$ cat src/rtl/muldiv_ctrl.sv
`timescale 1ns/1ps
// EX-stage multiply/divide sequencer: one op outstanding, drives the iterative div core,
// runs a fixed-latency multiply and strobes HI/LO back once. Stall is combinational.
module muldiv_ctrl #(
  parameter int DATA_W  = 32,
  parameter int MUL_LAT = 2
) (
  input  logic                  clk,
  input  logic                  rst,
  input  logic                  req_valid_i,
  input  logic [1:0]            req_op_i,
  input  logic [DATA_W-1:0]     opa_i,
  input  logic [DATA_W-1:0]     opb_i,
  input  logic                  flush_i,
  output logic                  stall_o,
  output logic                  hilo_we_o,
  output logic [DATA_W-1:0]     hi_o,
  output logic [DATA_W-1:0]     lo_o,
  output logic                  div_start_o,
  output logic                  div_annul_o,
  output logic                  div_signed_o,
  output logic [DATA_W-1:0]     div_opa_o,
  output logic [DATA_W-1:0]     div_opb_o,
  input  logic [2*DATA_W-1:0]   div_result_i,
  input  logic                  div_ready_i
);

  typedef enum logic [1:0] {IDLE, DIV_BUSY, MUL_BUSY, DONE} state_t;

  localparam logic [3:0] CNT_INIT = 4'(MUL_LAT - 1);

  state_t              state_q, state_d;
  logic [1:0]          op_q;
  logic [DATA_W-1:0]   opa_q, opb_q, hi_q, lo_q;
  logic [3:0]          cnt_q;
  logic                accept;
  logic                mul_sgn;
  logic [2*DATA_W-1:0] ext_a, ext_b, mul_prod;

  assign accept = (state_q == IDLE) && req_valid_i && !flush_i;

  // Sign- or zero-extend to full width so one multiplier serves MULT and MULTU.
  assign mul_sgn  = (op_q == 2'b00);
  assign ext_a    = {{DATA_W{mul_sgn & opa_q[DATA_W-1]}}, opa_q};
  assign ext_b    = {{DATA_W{mul_sgn & opb_q[DATA_W-1]}}, opb_q};
  assign mul_prod = ext_a * ext_b;

  always_ff @(posedge clk or posedge rst) begin
    if (rst) state_q <= IDLE;
    else     state_q <= state_d;
  end

  always_comb begin
    state_d     = state_q;
    stall_o     = 1'b0;
    hilo_we_o   = 1'b0;
    div_start_o = 1'b0;
    div_annul_o = 1'b0;
    case (state_q)
      IDLE: begin
        if (req_valid_i && !flush_i) begin
          stall_o = 1'b1;
          if (!req_op_i[1])        state_d = MUL_BUSY;
          else if (opb_i == '0)    state_d = DONE;
          else                     state_d = DIV_BUSY;
        end
      end
      DIV_BUSY: begin
        if (flush_i) begin
          div_annul_o = 1'b1;
          state_d     = IDLE;
        end else begin
          div_start_o = 1'b1;
          stall_o     = 1'b1;
          if (div_ready_i) state_d = DONE;
        end
      end
      MUL_BUSY: begin
        if (flush_i) begin
          state_d = IDLE;
        end else begin
          stall_o = 1'b1;
          if (cnt_q == 4'd0) state_d = DONE;
        end
      end
      default: begin
        hilo_we_o = !flush_i;
        state_d   = IDLE;
      end
    endcase
    // Combinational outputs must read zero while reset is held, whatever the inputs do.
    if (rst) begin
      stall_o     = 1'b0;
      hilo_we_o   = 1'b0;
      div_start_o = 1'b0;
      div_annul_o = 1'b0;
    end
  end

  always_ff @(posedge clk or posedge rst) begin
    if (rst) begin
      op_q  <= '0;
      opa_q <= '0;
      opb_q <= '0;
      cnt_q <= '0;
      hi_q  <= '0;
      lo_q  <= '0;
    end else begin
      if (accept) begin
        op_q  <= req_op_i;
        opa_q <= opa_i;
        opb_q <= opb_i;
        cnt_q <= CNT_INIT;
        if (req_op_i[1] && (opb_i == '0)) begin
          hi_q <= opa_i;
          lo_q <= '1;
        end
      end
      if ((state_q == MUL_BUSY) && !flush_i) begin
        if (cnt_q == 4'd0) {hi_q, lo_q} <= mul_prod;
        else               cnt_q <= cnt_q - 4'd1;
      end
      if ((state_q == DIV_BUSY) && !flush_i && div_ready_i)
        {hi_q, lo_q} <= div_result_i;
    end
  end

  assign hi_o         = hi_q;
  assign lo_o         = lo_q;
  assign div_signed_o = (op_q == 2'b10);
  assign div_opa_o    = opa_q;
  assign div_opb_o    = opb_q;

endmodule

$ cat config.mk
export PLATFORM = sky130hd
export DESIGN_NAME = muldiv_ctrl
export DESIGN_NICKNAME = d
export VERILOG_FILES = /design/src/rtl/muldiv_ctrl.sv
export SDC_FILE = /design/constraint.sdc
export NUM_CORES = 2
export LEC_CHECK = 0
export CAP_MARGIN = 25
export CORE_ASPECT_RATIO = 2
export CORE_MARGIN = 3
export CORE_UTILIZATION = 41
export DETAILED_ROUTE_END_ITERATION = 16
export HOLD_SLACK_MARGIN = 0.03
export SETUP_SLACK_MARGIN = 0.1
export SLEW_MARGIN = 20
export SYNTH_ARGS = -nofsm -noshare
export SYNTH_HDL_FRONTEND = slang
export SYNTH_SLANG_ARGS = --single-unit
$ cat constraint.sdc
create_clock -name clk -period 13.4 [get_ports clk]
set_input_delay 1.34 -clock clk [delete_from_list [all_inputs] [get_ports clk]]
set_output_delay 1.34 -clock clk [all_outputs]
set_load 0.01 [all_outputs]
==> flow_summary.ini <==
[layout]
layout-drive-gt1-share_pct = 2.97
fin_nets = 6555
syn_to_final_growth_pct = 10.1
num-fill-cells = 10500
layout.cells.non_filler = 6467

[route]
dr.pass1.iters = 5
drc = 0
viasPerCell = 5.37
dr.first_iter.drc_count = 2041
postRouteAntennaNets = 0
num_vias = 34700
wl_per_cell_um = 22.8
routed_wl_um = 148000

[logic_synthesis]
synth_top_area_share_pct = 50.7
synth_top_family_by_area = adder cells
synth_mux_area_share_pct = 0.789
synth_adder_area_share_pct = 56.9
syn_nets = 6500
synth_compound_area_share_pct = 4.73
synth_warnings = 0
syn_area_mm2 = 0.0444
synth-seq-cells = 136
synth_cell_type_count = 67
synthTopCellsByCount = inv_1 (1209), fa_1 (1125), nand2_1 (1081)
synth_xor_area_share_pct = 1.48
yosysSeqAreaShare_pct = 7.66
synth_edf_count = 0
synth.largest_area_cell = fa_1
synthArstFlopShare_pct = 100
yosys-top-cells-area = fa_1 (51%), inv_1 (10%), nand2_1 (9.1%)
syn_avg_cell_area_um2 = 8.84
synthSimpleGateAreaFrac_pct = 15.6
synth_cells = 5022
synth_most_common_cell = inv_1
ys.flop_type = dfrtp_1

[floorplanning]
ios = 268
dieWidth_um = 239
core_area_mm2 = 0.107
die_h_um = 471
start_util_pct = 41.3
rows = 170
dieArea_mm2 = 0.113

[global_routing]
grt_overflow = 0
grt_pass1_wl_um = 227000
grt_max_degree = 77
antenna_found_initial = 5
track_usage_pct = 27.1
grt_pass1_vias = 39300

[setup_path]
required_ns = 13.76
slowest_stage = fa_1
worstSetupStartpointType = flop
cp-startpoint = op_q[1]
critical-path-top-delay-family = adder cells
timing.rr.start = op_q[1]
crit_path_end_kind = flop
crit_fanout = 21
worst-setup-path-type = reg2reg
slowest_delay_ns = 0.84
arrival_ns = 9.73
critical_path_buf_inv_count = 9

[clock_network]
cts_buffer_depth = 2
clkLatencyLatePin_ns = 0.49
cts_buffers = 17
cts_tree = done
postCtsHoldBufs = 0
cts_root_buffer = clkbuf_16
h-tree-depth = 4
cts_resized = 0
path_clk_slew_ns = 0.08
cts_sinks = 136
cts_setup_buffers = 0

[timing]
finalMaxSlewViolations = 0
finalCriticalPeriod_ns = 9.37
final-setup-viol-count = 0
tns_ns = 0
grt_setup_unrepaired = no
tightest_slew_ns = 0.987
finalCritPeriodShare_pct = 70.0
slew_headroom_pct = 34.2
fmax_ghz = 0.107
report.final.hold_viol_count = 0
finClkSkew_ns = 0.0230

[hold_path]
min_from = div_opb_o[30]
hold_path_class = reg2reg

[placed_design]
dpl.hpwl_um = 120000
placedCellCount = 6433
gp_congestion = 0.933
io_buffers = 267

[run]
drv_cap = 0

[status]
status = finished, final reports clean
## metrics by stage
stage / hold slack, ns / cell area, µm² / worst slack, ns / util, %
2_1_floorplan: 0.464 / 44400 / 5.24 / -
6_report: 0.481 / 48900 / 4.03 / 45.5
3_5_place_dp: 0.463 / 48200 / 4.11 / 44.9
3_3_place_gp: 0.460 / 48200 / 4.26 / 44.9
4_1_cts: 0.483 / 48900 / 4.05 / 45.5
5_1_grt: 0.514 / 48900 / 3.45 / 45.5
## layer usage
layer / vias to the layer above / share of wire, % / global-route usage [%]
met5: - / 0.018 / 0
met4: 4 / 8.8 / 19.2
met3: 584 / 5.3 / 3.68
met2: 1334 / 54 / 50.0
met1: 18200 / 32 / 27.8
li1: 14600 / - / -
## sequential cells by signal, indices dropped and copies added (netlist names)
signal and cells:
hi_o 32, op_q 2, cnt_q 4, div_opa_o 32, state_q 2, div_opb_o 32
lo_o 32
## cell families (layout without fill, tap and decap cells)
logic type,Yosys count,in the layout
AOI/OAI and AO/OA,326,326
xor gates and xnor gates,75,75
adders and majority gates,1343,1343
buffers and inverters,1517,1585
DFF,136,136
muxes,34,34
other,0,1
and+or+nand+nor,1591,1591
## cell type report
type / instances / area, µm² / area share [%]
diodes: 1 / 2.50 / 0.00512
clock buffers: 17 / 425 / 0.870
clock inverters: 15 / 208 / 0.425
inverters: 1209 / 4540 / 9.29
multi-input cells: 3369 / 35300 / 72.2
flip-flops and latches: 136 / 3410 / 6.97
well taps: 1376 / 1720 / 3.52
repair buffers: 344 / 3260 / 6.66
## cells in the final DEF (no fill, tap or decap), drive strengths merged, types with 9 or more instances in the layout
cell and count:
nor2 110, clkbuf 17, o21bai 16, inv 1216
nor4 10, fa 1125, a31oi 13, nand3 15
buf 77, or2 12, nand2b 10, and2 253
o22ai 13, a21o 29, nor3 36, dfrtp 136
o21ai 61, xnor2 54, xor2 21, ha 218
mux2i 26, clkdlybuf4s50 267, and3 29, nand2 1081
nand4 16, o21a 9, o31ai 24, a21oi 110
## final timing paths
check                      depth (start not counted)            end  slack, ns
setup / recovery                                  29       hi_o[28]       4.03
hold / removal                                     2  div_opb_o[30]       0.48
setup reg to reg                                  29       hi_o[28]       4.03
hold reg to reg                                    2  div_opb_o[30]       0.48
max in group asynchronous                          3  div_opb_o[12]      10.40
min in group asynchronous                          2       lo_o[22]       1.48
## worst register-to-register path, delay by kind of cell (launching register included)
family	cells	cell delay, ns
DFF	1	0.40
adders and majority gates	9	4.61
and+or+nand+nor	7	1.72
AOI/OAI and AO/OA	4	1.10
buffers and inverters	9	1.42
Power is not shown: default switching activity piles up to over one toggle a cycle in this logic, so the estimate is an artifact.
